===== src/rtl/vram_pkg.sv =====
`default_nettype none
// ============================================================================
// Module      : vram_pkg
// Description : Shared types and constants for the tile-RAM arbiter.
// Revision    : 1.0 - initial release
// ============================================================================
package vram_pkg;

    localparam int unsigned TILE_SHIFT     = 3;
    localparam int unsigned TILE_COLS      = 80;
    localparam int          DEFAULT_DATA_W = 4;
    localparam int          DEFAULT_ADDR_W = 13;

    typedef enum logic [1:0] {
        ST_IDLE  = 2'd0,
        ST_DISP  = 2'd1,
        ST_DRAIN = 2'd2
    } arb_state_t;

    // Linear tile index of a pixel; x selects the tile row, y the tile column.
    function automatic int unsigned tile_index(input logic [9:0]  x,
                                               input logic [9:0]  y,
                                               input int unsigned cols);
        int unsigned xt;
        int unsigned yt;
        xt = 32'(x >> TILE_SHIFT);
        yt = 32'(y >> TILE_SHIFT);
        return xt * cols + yt;
    endfunction

endpackage
`default_nettype wire


===== src/rtl/vram_arbiter_if.sv =====
`default_nettype none
// ============================================================================
// Module      : vram_arbiter_if
// Description : Display, write-request and tile-RAM signals of vram_arbiter.
// Revision    : 1.0 - initial release
// ============================================================================
interface vram_arbiter_if #(
    parameter int DATA_W = vram_pkg::DEFAULT_DATA_W,
    parameter int ADDR_W = vram_pkg::DEFAULT_ADDR_W
);
    logic              i_show_en;
    logic [9:0]        i_x_cord;
    logic [9:0]        i_y_cord;
    logic              i_wr_req;
    logic [ADDR_W-1:0] i_wr_addr;
    logic [DATA_W-1:0] i_wr_data;
    logic              o_wr_gnt;
    logic [ADDR_W-1:0] o_mem_addr;
    logic              o_mem_we;
    logic [DATA_W-1:0] o_mem_wdata;
    logic [DATA_W-1:0] i_mem_rdata;
    logic              o_pix_valid;
    logic [DATA_W-1:0] o_pix_data;
    logic              o_busy;
`ifdef VRAM_ARB_STATS_EN
    logic [15:0]       o_stall_cnt;
`endif

    modport slave (
        input  i_show_en, i_x_cord, i_y_cord,
        input  i_wr_req, i_wr_addr, i_wr_data, i_mem_rdata,
        output o_wr_gnt, o_mem_addr, o_mem_we, o_mem_wdata,
`ifdef VRAM_ARB_STATS_EN
        output o_stall_cnt,
`endif
        output o_pix_valid, o_pix_data, o_busy
    );

    modport master (
        output i_show_en, i_x_cord, i_y_cord,
        output i_wr_req, i_wr_addr, i_wr_data, i_mem_rdata,
        input  o_wr_gnt, o_mem_addr, o_mem_we, o_mem_wdata,
`ifdef VRAM_ARB_STATS_EN
        input  o_stall_cnt,
`endif
        input  o_pix_valid, o_pix_data, o_busy
    );

endinterface
`default_nettype wire


===== src/rtl/vram_wr_fifo.sv =====
`default_nettype none
// ============================================================================
// Module      : vram_wr_fifo
// Description : Posted-write buffer; first-word-fall-through head output.
// Revision    : 1.0 - initial release
// ============================================================================
module vram_wr_fifo #(
    parameter int WIDTH = 17,
    parameter int DEPTH = 4
) (
    input  wire logic                     clk,
    input  wire logic                     rst_n,
    input  wire logic                     push,
    input  wire logic [WIDTH-1:0]         push_data,
    input  wire logic                     pop,
    output logic      [WIDTH-1:0]         head_data,
    output logic                          full,
    output logic                          empty,
    output logic      [$clog2(DEPTH):0]   level
);

    localparam int PTR_W = $clog2(DEPTH);
    localparam int LVL_W = PTR_W + 1;

    logic [WIDTH-1:0] r_mem [DEPTH];
    logic [PTR_W-1:0] r_wr_ptr;
    logic [PTR_W-1:0] r_rd_ptr;
    logic [LVL_W-1:0] r_level;
    logic             w_do_push;
    logic             w_do_pop;

    assign w_do_push = push && !full;
    assign w_do_pop  = pop && !empty;

    always_ff @(posedge clk or negedge rst_n) begin
        if (!rst_n) begin
            r_wr_ptr <= '0;
            r_rd_ptr <= '0;
            r_level  <= '0;
        end else begin
            if (w_do_push) r_wr_ptr <= r_wr_ptr + 1'b1;
            if (w_do_pop)  r_rd_ptr <= r_rd_ptr + 1'b1;
            case ({w_do_push, w_do_pop})
                2'b10:   r_level <= r_level + 1'b1;
                2'b01:   r_level <= r_level - 1'b1;
                default: r_level <= r_level;
            endcase
        end
    end

    // Storage needs no reset: entries are only visible between push and pop.
    always_ff @(posedge clk) begin
        if (w_do_push) r_mem[r_wr_ptr] <= push_data;
    end

    assign head_data = r_mem[r_rd_ptr];
    assign full      = (r_level == LVL_W'(DEPTH));
    assign empty     = (r_level == '0);
    assign level     = r_level;

endmodule
`default_nettype wire


===== src/rtl/vram_arbiter.sv =====
`default_nettype none
// ============================================================================
// Module      : vram_arbiter
// Description : Tile-RAM arbiter; display reads win, game writes are posted
//               and drained during blanking. Optional macro VRAM_ARB_STATS_EN
//               adds a saturating write-stall counter.
// Revision    : 1.0 - initial release
// ============================================================================
module vram_arbiter #(
    parameter int DATA_W     = vram_pkg::DEFAULT_DATA_W,
    parameter int ADDR_W     = vram_pkg::DEFAULT_ADDR_W,
    parameter int TILE_COLS  = vram_pkg::TILE_COLS,
    parameter int FIFO_DEPTH = 4
) (
    input  wire logic     i_clk_25M,
    input  wire logic     i_rst_n,
    vram_arbiter_if.slave bus
);
    import vram_pkg::*;

    localparam int LVL_W = $clog2(FIFO_DEPTH) + 1;

    arb_state_t               r_state;
    arb_state_t               w_state_nxt;
    logic                     w_wr_gnt;
    logic                     w_pop;
    logic                     w_last_pop;
    logic                     w_full;
    logic                     w_empty;
    logic [LVL_W-1:0]         w_level;
    logic [ADDR_W+DATA_W-1:0] w_head;
    logic [ADDR_W-1:0]        w_disp_addr;
    logic                     w_oor;
    logic                     r_vld1;
    logic                     r_oor1;
    logic                     r_vld2;
    logic [DATA_W-1:0]        r_pix2;

    assign w_wr_gnt    = bus.i_wr_req && !w_full && i_rst_n;
    assign w_pop       = !bus.i_show_en && !w_empty;
    assign w_last_pop  = w_pop && !w_wr_gnt && (w_level == LVL_W'(1));
    assign w_disp_addr = ADDR_W'(tile_index(bus.i_x_cord, bus.i_y_cord, TILE_COLS));
    assign w_oor       = (bus.i_x_cord > 10'd479) || (bus.i_y_cord > 10'd639);

    vram_wr_fifo #(
        .WIDTH (ADDR_W + DATA_W),
        .DEPTH (FIFO_DEPTH)
    ) u_fifo (
        .clk       (i_clk_25M),
        .rst_n     (i_rst_n),
        .push      (w_wr_gnt),
        .push_data ({bus.i_wr_addr, bus.i_wr_data}),
        .pop       (w_pop),
        .head_data (w_head),
        .full      (w_full),
        .empty     (w_empty),
        .level     (w_level)
    );

    assign bus.o_wr_gnt    = w_wr_gnt;
    assign bus.o_mem_we    = w_pop;
    assign bus.o_mem_addr  = w_pop ? w_head[ADDR_W+DATA_W-1:DATA_W] : w_disp_addr;
    assign bus.o_mem_wdata = w_pop ? w_head[DATA_W-1:0] : '0;
    // The first drain cycle still shows the previous state, so it counts as busy.
    assign bus.o_busy      = (r_state == ST_DRAIN) || w_pop;

    always_ff @(posedge i_clk_25M or negedge i_rst_n) begin
        if (!i_rst_n) r_state <= ST_IDLE;
        else          r_state <= w_state_nxt;
    end

    always_comb begin
        w_state_nxt = r_state;
        if (bus.i_show_en) begin
            w_state_nxt = ST_DISP;
        end else begin
            case (r_state)
                ST_DISP, ST_IDLE: w_state_nxt = (!w_empty && !w_last_pop) ? ST_DRAIN : ST_IDLE;
                ST_DRAIN:         w_state_nxt = (w_empty || w_last_pop) ? ST_IDLE : ST_DRAIN;
                default:          w_state_nxt = ST_IDLE;
            endcase
        end
    end

    // Two-stage pixel pipe: address cycle, RAM read cycle, then output register.
    always_ff @(posedge i_clk_25M or negedge i_rst_n) begin
        if (!i_rst_n) begin
            r_vld1 <= 1'b0;
            r_oor1 <= 1'b0;
            r_vld2 <= 1'b0;
            r_pix2 <= '0;
        end else begin
            r_vld1 <= bus.i_show_en;
            r_oor1 <= bus.i_show_en && w_oor;
            r_vld2 <= r_vld1;
            r_pix2 <= (r_vld1 && !r_oor1) ? bus.i_mem_rdata : '0;
        end
    end

    assign bus.o_pix_valid = r_vld2;
    assign bus.o_pix_data  = r_pix2;

`ifdef VRAM_ARB_STATS_EN
    logic [15:0] r_stall_cnt;

    always_ff @(posedge i_clk_25M or negedge i_rst_n) begin
        if (!i_rst_n)                                                  r_stall_cnt <= '0;
        else if (bus.i_wr_req && w_full && (r_stall_cnt != 16'hFFFF)) r_stall_cnt <= r_stall_cnt + 16'd1;
    end

    assign bus.o_stall_cnt = r_stall_cnt;
`endif

endmodule
`default_nettype wire


===== src/flat_wrapper.sv =====
// flat-port wrapper written by rule: the top's interface ports become plain ports
module vram_arbiter_flat import vram_pkg::*;
#(
    parameter int DATA_W     = vram_pkg::DEFAULT_DATA_W,
    parameter int ADDR_W     = vram_pkg::DEFAULT_ADDR_W,
    parameter int TILE_COLS  = vram_pkg::TILE_COLS,
    parameter int FIFO_DEPTH = 4
)
  (i_clk_25M, i_rst_n, bus_i_show_en, bus_i_x_cord, bus_i_y_cord, bus_i_wr_req, bus_i_wr_addr, bus_i_wr_data, bus_i_mem_rdata, bus_o_wr_gnt, bus_o_mem_addr, bus_o_mem_we, bus_o_mem_wdata, bus_o_pix_valid, bus_o_pix_data, bus_o_busy);
  vram_arbiter_if #(.DATA_W(DATA_W), .ADDR_W(ADDR_W)) bus_i ();
  input  wire logic i_clk_25M;
  input  wire logic i_rst_n;
  input wire logic [$bits(bus_i.i_show_en)-1:0] bus_i_show_en;
  input wire logic [$bits(bus_i.i_x_cord)-1:0] bus_i_x_cord;
  input wire logic [$bits(bus_i.i_y_cord)-1:0] bus_i_y_cord;
  input wire logic [$bits(bus_i.i_wr_req)-1:0] bus_i_wr_req;
  input wire logic [$bits(bus_i.i_wr_addr)-1:0] bus_i_wr_addr;
  input wire logic [$bits(bus_i.i_wr_data)-1:0] bus_i_wr_data;
  input wire logic [$bits(bus_i.i_mem_rdata)-1:0] bus_i_mem_rdata;
  output wire logic [$bits(bus_i.o_wr_gnt)-1:0] bus_o_wr_gnt;
  output wire logic [$bits(bus_i.o_mem_addr)-1:0] bus_o_mem_addr;
  output wire logic [$bits(bus_i.o_mem_we)-1:0] bus_o_mem_we;
  output wire logic [$bits(bus_i.o_mem_wdata)-1:0] bus_o_mem_wdata;
  output wire logic [$bits(bus_i.o_pix_valid)-1:0] bus_o_pix_valid;
  output wire logic [$bits(bus_i.o_pix_data)-1:0] bus_o_pix_data;
  output wire logic [$bits(bus_i.o_busy)-1:0] bus_o_busy;
  assign bus_i.i_show_en = bus_i_show_en;
  assign bus_i.i_x_cord = bus_i_x_cord;
  assign bus_i.i_y_cord = bus_i_y_cord;
  assign bus_i.i_wr_req = bus_i_wr_req;
  assign bus_i.i_wr_addr = bus_i_wr_addr;
  assign bus_i.i_wr_data = bus_i_wr_data;
  assign bus_i.i_mem_rdata = bus_i_mem_rdata;
  assign bus_o_wr_gnt = bus_i.o_wr_gnt;
  assign bus_o_mem_addr = bus_i.o_mem_addr;
  assign bus_o_mem_we = bus_i.o_mem_we;
  assign bus_o_mem_wdata = bus_i.o_mem_wdata;
  assign bus_o_pix_valid = bus_i.o_pix_valid;
  assign bus_o_pix_data = bus_i.o_pix_data;
  assign bus_o_busy = bus_i.o_busy;
  vram_arbiter #(.DATA_W(DATA_W), .ADDR_W(ADDR_W), .TILE_COLS(TILE_COLS), .FIFO_DEPTH(FIFO_DEPTH)) u_core (.i_clk_25M(i_clk_25M), .i_rst_n(i_rst_n), .bus(bus_i));
endmodule

===== config.mk =====
export PLATFORM = sky130hd
export DESIGN_NAME = vram_arbiter_flat
export DESIGN_NICKNAME = d
export VERILOG_FILES = /design/src/rtl/vram_pkg.sv /design/src/rtl/vram_arbiter_if.sv /design/src/rtl/vram_wr_fifo.sv /design/src/rtl/vram_arbiter.sv /design/src/flat_wrapper.sv
export SDC_FILE = /design/constraint.sdc
export NUM_CORES = 1
export LEC_CHECK = 0
export ABC_AREA = 1
export CORE_ASPECT_RATIO = 0.8
export CORE_MARGIN = 2
export CORE_UTILIZATION = 50
export CTS_CLUSTER_SIZE = 16
export DETAILED_ROUTE_END_ITERATION = 7
export PLACE_DENSITY_LB_ADDON = 0.25
export RECOVER_POWER = 25
export SLEW_MARGIN = 0
export SYNTH_ARGS = -nofsm -noshare
export SYNTH_HDL_FRONTEND = slang
export SYNTH_SLANG_ARGS = --single-unit

===== constraint.sdc =====
create_clock -name i_clk_25M -period 2.8 [get_ports i_clk_25M]
set_input_delay 0.42 -clock i_clk_25M [delete_from_list [all_inputs] [get_ports i_clk_25M]]
set_output_delay 0.42 -clock i_clk_25M [all_outputs]
set_load 0.02 [all_outputs]

-- Word level (Yosys, flattened, before mapping)
Memories as Yosys holds them, arrays and structs flattened.
Cells that the tools add are included.
- register bits after elaboration: 16
- RAM bits: 68
- bits of input ports: 45
- output and inout port bits: 25
- word-level logic and storage cells: 56
- memories: 1
- memory list (name ; words ; width ; rd ports ; clocked after memory_dff ; wr ports ; RTL line ; source):
    u_core.u_fifo.r_mem ; 4 ; 17 ; 1 ; 0 ; 1 ; vram_wr_fifo.sv:25 ; logic [WIDTH-1:0] r_mem [DEPTH];
- add/sub/neg operators: 5
- $mul: 1
- magnitude comparators: 2
- equal/unequal tests: 6
- muxes and demuxes: 10
- reductions and logical operators: 23
- operator list (cell ; count):
    $add 13x7->13 ; 1
    $mux 13 ; 1
    $gt 10x10->1 const B ; 1
    $gt 10x9->1 const B ; 1
    $logic_and 1x1->1 ; 10
    $mul 7x3->9 const B ; 1
    $mux 4 ; 2
    $logic_not 1->1 ; 6
    $mux 2 ; 3
    $pmux 3 s2 ; 1
    $add 2x1->2 const B ; 2
    $eq 2x1->1 const B ; 2
    $eq 2x2->1 const B ; 2
    $pmux 2 s2 ; 1
    $add 3x1->3 const B ; 1
    $eq 3x1->1 const B ; 1
    $eq 3x3->1 const B ; 1
    $logic_not 3->1 ; 1
    $logic_or 1x1->1 ; 3
    $sub 3x1->3 const B ; 1
    $logic_not 2->1 ; 1
    $mux 1 ; 2
    $reduce_bool 2->1 ; 1
    $reduce_or 2->1 ; 1

-- Depth between registers and ports, before layout
Gate-level depths: netlist of the first run.
- word-level depth: 12
- mapped depth: 12
- gate-level depth less buffers: 12

-- Modules after synthesis
A second synthesis of the first run with hierarchy kept.
- cells, all modules: 406
- area, all modules: 4175.3 sq um
- by module, submodules not included (module ; times used ; cells an instance ; area each (sq um)):
    vram_wr_fifo ; 1 ; 259 ; 3189.3
    vram_arbiter ; 1 ; 147 ; 985.9

-- Worst setup path before layout of the first run
No wires, ideal clock.
- kind: flip-flop to flip-flop
- start: register u_core.u_fifo.r_level[0], in the netlist u_core.u_fifo.level[0]
- end: memory u_core.u_fifo.r_mem[0][0] (enable)
- library setup time: 0.391 ns
- arrival time: 2.202 ns
- required time: 2.409 ns
- slack: 0.207 ns
- cell stages (with the launch flop): 6
- clock period less this slack: 2.593 ns
- cells stage by stage: dfrtp_1 inv_1 ha_1 a21oi_1 inv_1 nor2_1
- cells in the longest elaborated chain, start to end: 7
- RTL lines (item ; RTL line ; source):
    from (decl) ; vram_wr_fifo.sv:28 ; logic [LVL_W-1:0] r_level;
    from (signal assigned) ; vram_wr_fifo.sv:44 ; 2'b10: r_level <= r_level + 1'b1;
    from (signal assigned) ; vram_wr_fifo.sv:45 ; 2'b01: r_level <= r_level - 1'b1;
    from (signal assigned) ; vram_wr_fifo.sv:46 ; default: r_level <= r_level;
    $eq 3x3->1 ; vram_wr_fifo.sv:57 ; assign full = (r_level == LVL_W'(DEPTH));
    $logic_not 1->1 ; vram_arbiter.sv:39 ; assign w_wr_gnt = bus.i_wr_req && !w_full && i_rst_n;
    $logic_and 1x1->1 (2 in series) ; vram_arbiter.sv:39 ;
    named net bus_o_wr_gnt ; flat_wrapper.sv:20 ; output wire logic [$bits(bus_i.o_wr_gnt)-1:0] bus_o_wr_gnt;
    $logic_and 1x1->1 ; vram_wr_fifo.sv:32 ; assign w_do_push = push && !full;
    $mux 1 ; vram_wr_fifo.sv:53 ; if (w_do_push) r_mem[r_wr_ptr] <= push_data;
    $mux 1 (not written as such) ; vram_wr_fifo.sv:53 ;
    to (decl) ; vram_wr_fifo.sv:25 ;
The timed path passes the listed nets, and every way through them passes these cells.

-- Final worst setup path of the first run
- start: input bus_i_y_cord[7]
- end: output bus_o_mem_addr[10]
- cells in the longest elaborated chain, start to end: 2
- RTL lines (item ; RTL line ; source):
    from (decl) ; flat_wrapper.sv:15 ; input wire logic [$bits(bus_i.i_y_cord)-1:0] bus_i_y_cord;
    $add 13x7->13 ; vram_pkg.sv:28 ; return xt * cols + yt;
    $mux 13 ; vram_arbiter.sv:62 ; assign bus.o_mem_addr = w_pop ? w_head[ADDR_W+DATA_W-1:DATA_W] : w_disp_addr;
    to (decl) ; flat_wrapper.sv:21 ; output wire logic [$bits(bus_i.o_mem_addr)-1:0] bus_o_mem_addr;
No other way between the ends.

==> results of run 1 <==
## synthesized netlist by cell type (all sizes together)
cell type  instances  area, um^2
ha                22         275
xor2               3        26.3
nor2              75         284
nand4              5        31.3
edfxtp            68        2040
a31oi              7        43.8
o21bai             1        7.51
inv               30         113
xnor2              5        43.8
clkbuf             3        13.8
o22ai              6        37.5
buf               10        65.1
a22o               1        10.0
fa                 2        40.0
a221o              1        10.0
dfrtp             15         375
o21ai             41         205
nand3             12        70.1
a21oi             11        66.3
nand3b             1        7.51
nand2             47         179
## kinds of logic (layout without fill, tap and decap cells)
logic type / after synthesis / in the layout / share of synthesized area
flops: 83 / 83 / 0.613
xor+xnor: 8 / 8 / 0.0178
fa+ha+maj: 24 / 24 / 0.0799
buf+inv: 43 / 133 / 0.0485
compound gates: 68 / 68 / 0.0964
simple gates: 140 / 140 / 0.145
## per-stage QoR
stage	hold WS [ps]	utilization	setup slack (ps)	setup TNS, ps	cell area, um^2
CTS	417	0.672	14.6	0	5060
floorplan	124	-	207	0	3950
global placement	404	0.639	-742	-3710	4810
detailed placement	406	0.639	-781	-3980	4810
finish	434	0.676	134	0	5090
global route	455	0.676	5.38	0	5090
## cells in the final DEF, fill, tap and decap left out, drive strengths merged
cell type	instances
dfrtp	15
xor2	3
fa	2
buf	29
clkbuf	14
a31oi	7
nor2	75
dlymetal6s2s	5
clkinv	2
a221o	1
a22o	1
nand3	12
nand3b	1
dlygate4sd3	11
inv	34
nand2	47
edfxtp	68
o21ai	41
nand4	5
o21bai	1
clkdlybuf4s50	31
bufinv	1
ha	22
xnor2	5
a21oi	11
o22ai	6
dlygate4sd2	6
## critical path: cells and delay by family
kind | cells | cell delay, ps
simple gates | 7 | 510
buf+inv | 3 | 680
fa+ha+maj | 2 | 630
## repair_timing
action	in CTS	in global routing
endpoints found under the hold margin	0	0
setup endpoints to repair	11	8
gates resized for setup	44	23
pin swaps	9	4
## power breakdown
part / internal (mW) / leakage, nW / switching, mW / total, mW
Clock: 0.425 / 0.105 / 0.444 / 0.869
Sequential: 1.51 / 0.801 / 0.0743 / 1.58
Combinational: 0.668 / 1.14 / 1.05 / 1.72
Total: 2.60 / 2.05 / 1.57 / 4.17
## per-layer routing
layer	vias up	GRT usage	routed length, um
met5	-	0	0
met4	0	0.0598	52
met3	4	0.0402	417
met2	72	0.339	4140
met1	1330	0.277	3780
li1	1430	-	-
## sequential cells by signal (all words and copies together), names as in the netlist
name	count
u_core.bus.o_pix_data	4
u_core.bus.o_pix_valid	1
u_core.r_oor1	1
u_core.r_state	2
u_core.u_fifo.level	3
u_core.u_fifo.r_mem	68
u_core.u_fifo.r_rd_ptr	2
u_core.u_fifo.r_wr_ptr	2
## cell type report
| type | count | area [um^2] |
|---|---|---|
| Fill cell | 599 | 2440 |
| Timing Repair Buffer | 87 | 773 |
| Multi-Input combinational cell | 240 | 1450 |
| Clock inverter | 7 | 78.8 |
| Sequential cell | 83 | 2420 |
| Clock buffer | 9 | 124 |
| Inverter | 30 | 113 |
| Tap cell | 105 | 131 |
## worst min path at each step
stage	start	end	slack, ps	cells after the start
after floorplan	i_rst_n	u_core.bus.o_pix_data[0]$_DFF_PN0_	120	0
after global placement	u_core.r_state[0]$_DFF_PN0_	u_core.bus.o_pix_valid$_DFF_PN0_	400	0
after detailed placement	u_core.r_state[0]$_DFF_PN0_	u_core.bus.o_pix_valid$_DFF_PN0_	410	0
after CTS	i_rst_n	u_core.u_fifo.level[0]$_DFFE_PN0P_	420	2
after global routing	u_core.r_state[0]$_DFF_PN0_	u_core.bus.o_pix_valid$_DFF_PN0_	450	0
final	u_core.r_state[0]$_DFF_PN0_	u_core.bus.o_pix_valid$_DFF_PN0_	430	0
==> metrics.yaml, run 1 <==
drtIter0Drc: 227
synth_cell_type_count: 29
place_inst: 545
cts_buffers: 9
routed_wl_um: 8390
cts_buffer_depth: 2
synth_area_um2: 3950
initial_core_util: 0.524
post_cts_buffers: 0
path_max_fanout: 3
antenna_left: 0
finalNetCount: 520
rr_worst_depth: 9
p_leak_nw: 2.05
clock.fmax_mhz: 375
grt_max_degree: 29
die_h_um: 83.5
grtUsageTotal: 0.206
slew_violations: 0
final_cells: 561
clock_latency_ps: 350
vias_per_cell: 5.06
worst_path_most_repeated_cell: "nand2_1"
total_power_mw: 4.17
power_density_nw_per_um2: 820
fin_skew_ps: 7.61
num_antenna_cells: 0
hold_viol: 0
dr.pass1.iters: 4
seq_area_frac_synth: 0.613
min_period_ps: 2670
synth_area_per_cell_um2: 10.8
clock-sinks: 83
rows: 28
postCtsHoldBufs: 0
timing.max_cap.violations: 0
gp_congestion: 0.853
endpoint: "bus_o_mem_addr[10]"
grt.overflow.total: 0
cp.arrival_ps: 2250
clockRootBuffer: "clkbuf_8"
cp_data_required_time_ps: 2380
die-width_um: 103
drcViolationCount: 0
die_area_um2: 8620
tightestPinTransition_ps: 812
finalCritPeriodShare: 0.952
slowest_stage: "clkdlybuf4s50_1"
crit_chain: "clkdlybuf4s50_1 -> ha_1 -> fa_1 -> nand2_1 -> nand2_1 -> nand2_1 -> nor2_2 -> nand3_2 -> buf_4 -> nand3_1 -> nand2_1 -> buf_2"
synth_fp_nets: 435
r2r_end: "u_core.u_fifo.level[2]$_DFFE_PN0P_"
setup_viol: 0
hp-class: "flop to flop"
io_pins: 70
clkTransAtPathRegs_ps: 80
htree_levels: 3
status: "finished, final reports clean"
routedWlPerCell_um: 15.0
tritoncts: "yes"
port_buffers: 63
ys_ff_latch: 83
dpl.hpwl_um: 5650
area_delta_synth_final_pct: 28.9
coreArea_um2: 7530
dr_total_vias: 2836
grt_pass1_wl_um: 13400
startpoint_type: "input port"
yosys_warnings: 0
cp-end-kind: "output pin"
peakVddDrop_mv: 0.565
crit_path_start: "bus_i_y_cord[7]"
synth_cells: 366
setup.worst_path.class: "input port to output pin"
r2r_setup_slack_ps: 600
antenna_found_initial: 0
rsz0062_at_grt: "false"
layout-drive-gt1-share: 0.160
maxSlewHeadroom: 0.459
worst_path_largest_cell_delay_ps: 420
grt_pass1_vias: 2829
reg2reg_from: "u_core.u_fifo.level[0]$_DFFE_PN0P_"
No activity file was read; power rests on OpenSTA's default activity.
==> run 2: changes to the inputs <==
- CORE_ASPECT_RATIO: 0.8 -> not set
==> metrics.yaml, run 2 (synthesis gave the netlist of run 1 again) <==
htree_levels: 3  # unchanged
grtUsageMet1: 0.270  # -0.00657
maxSlewHeadroom: 0.465  # +0.00576
die_h_um: 92.8  # +11%
dr.pass1.iters: 4  # unchanged
vias_per_cell: 5.20  # +2.8%
tritoncts: "yes"
hp-class: "flop to flop"
dp_slack_ps: -807  # -26.0 ps
hold_viol: 0  # unchanged
regMostFlops: "u_core.u_fifo.r_mem"
largest_register_ffs: 68  # unchanged
drtIter0Drc: 151  # -33%
startpoint_type: "input port"
finalNetCount: 534  # +2.7%
layout-drive-gt1-share: 0.194  # +0.0335
holdWs_ps: 424  # -10.3 ps
peakVddDrop_mv: 0.503  # -11%
place_inst: 552  # +1.3%
grt.overflow.total: 0  # unchanged
dpl.hpwl_um: 5880  # +4.2%
total_power_mw: 4.21  # +0.91%
clock_latency_ps: 350  # about the same
stdcell_area_um2: 5220  # +2.5%
p_leak_nw: 2.11  # +2.8%
rr_worst_depth: 10  # +1
num_antenna_cells: 0  # unchanged
placed_cell_area_um2: 4890  # +1.7%
final_cells: 572  # +2.0%
clockRootBuffer: "clkbuf_8"
tightestPinTransition_ps: 803  # -8.64 ps
clock.fmax_mhz: 357  # -4.7%
layout_common_cells: "73 x nor2_1, 68 x edfxtp_1, 40 x nand2_1, 40 x o21ai_0, 37 x buf_4"
die_area_um2: 8620  # about the same
grt_pass1_vias: 2934  # +3.7%
setup.worst_path.class: "input port to output pin"
gp_congestion: 0.824  # -3.5%
crit_chain: "buf_2 -> ha_4 -> ha_4 -> fa_2 -> nand2_2 -> inv_2 -> nand4_1 -> buf_4 -> buf_4 -> nand3_1 -> nand2_1 -> buf_4"
met2_usage: 0.342  # +0.00294
grt_max_degree: 25  # -14%
holdPathStages: 0  # unchanged
antenna_left: 0  # unchanged
slowest_stage: "fa_2"
worst_path_largest_cell_delay_ps: 570  # +150 ps
clock-sinks: 83  # unchanged
antenna_found_initial: 1  # +1
routedWlPerCell_um: 15.2  # +1.6%
cp-end-kind: "output pin"
drcViolationCount: 0  # unchanged
min_period_ps: 2800  # +132 ps
dr_total_vias: 2974  # +4.9%
initial_core_util: 0.513  # -0.0106
rows: 32  # +14%
slew_violations: 0  # unchanged
grt_pass1_wl_um: 14000  # +3.8%
cts_buffer_depth: 2  # unchanged
postCtsHoldBufs: 0  # unchanged
coreArea_um2: 7690  # +2.1%
layout_commonest_cell: "nor2_1"
setup_ws_ps: 1.97  # -132 ps
worst_path_most_repeated_cell: "buf_4"
clkTransAtPathRegs_ps: 80  # about the same
timing.max_cap.violations: 0  # unchanged
status: "finished, final reports clean"
setup_viol: 0  # unchanged
fin_skew_ps: 16.5  # +8.91 ps
cts_buffers: 9  # unchanged
use_met3: 0.0553  # +0.0151
die-width_um: 92.8  # -10%
cp.arrival_ps: 2380  # +130 ps
routed_wl_um: 8690  # +3.6%
area_delta_synth_final_pct: 32.1
cp_data_required_time_ps: 2380  # about the same
io_pins: 70  # unchanged
finalCritPeriodShare: 0.999  # +0.0471
grtUsageTotal: 0.213  # +0.00764
power_density_nw_per_um2: 808  # -1.5%
path_max_fanout: 3  # unchanged
top_usage_layer: "met2"
port_buffers: 63  # unchanged
[run 2: layer usage]
layer,share of wire,up-vias
li1,-,1457
met1,0.42,1402
met2,0.50,92
met3,0.054,21
met4,0.025,2
met5,0.0013,-
[run 2: cell type report]
type	instances	area [um^2]
Fill cell	600	2470
Sequential cell	83	2420
Multi-Input combinational cell	240	1470
Timing Repair Buffer	101	883
Clock buffer	10	128
Tap cell	102	128
Inverter	30	113
Clock inverter	6	71.3
[run 2: report_power, final]
part	total [mW]	switching, mW	internal (mW)
logic	1.74	1.04	0.701
registers	1.62	0.108	1.51
clock network	0.850	0.430	0.420
total	4.21	1.58	2.63
[run 2: metrics by stage]
stage / setup TNS [ps] / util
after global routing: -12.1 / 0.678
after detailed placement: -4250 / 0.637
after global placement: -4080 / 0.637
after CTS: 0 / 0.671
final: 0 / 0.678
after floorplan: 0 / -
[run 2: worst paths after layout]
check / startpoint / endpoint / slack, ps
max in group asynchronous: i_rst_n / u_core.u_fifo.r_rd_ptr[1]$_DFFE_PN0P_ / 1540
worst max register to register: u_core.u_fifo.level[0]$_DFFE_PN0P_ / u_core.u_fifo.level[2]$_DFFE_PN0P_ / 680
min in group asynchronous: i_rst_n / u_core.u_fifo.r_wr_ptr[1]$_DFFE_PN0P_ / 700
worst max-delay path: bus_i_x_cord[6] / bus_o_mem_addr[9] / 2
worst min register to register: u_core.r_state[0]$_DFF_PN0_ / u_core.bus.o_pix_valid$_DFF_PN0_ / 420
worst min-delay path: u_core.r_state[0]$_DFF_PN0_ / u_core.bus.o_pix_valid$_DFF_PN0_ / 420
[run 2: repair_timing]
| item | CTS | global route |
|---|---|---|
| pin swaps | 12 | 4 |
| resized for setup | 58 | 23 |
| buffers inserted | 3 | 1 |
| setup endpoints to repair | 16 | 7 |
| gates cloned | 0 | 0 |
[run 2: critical path, delay by kind of cell]
| kind | cells | cell delay (ps) |
|---|---|---|
| adders and majority gates | 3 | 970 |
| buffers and inverters | 5 | 650 |
| and+or+nand+nor | 4 | 340 |
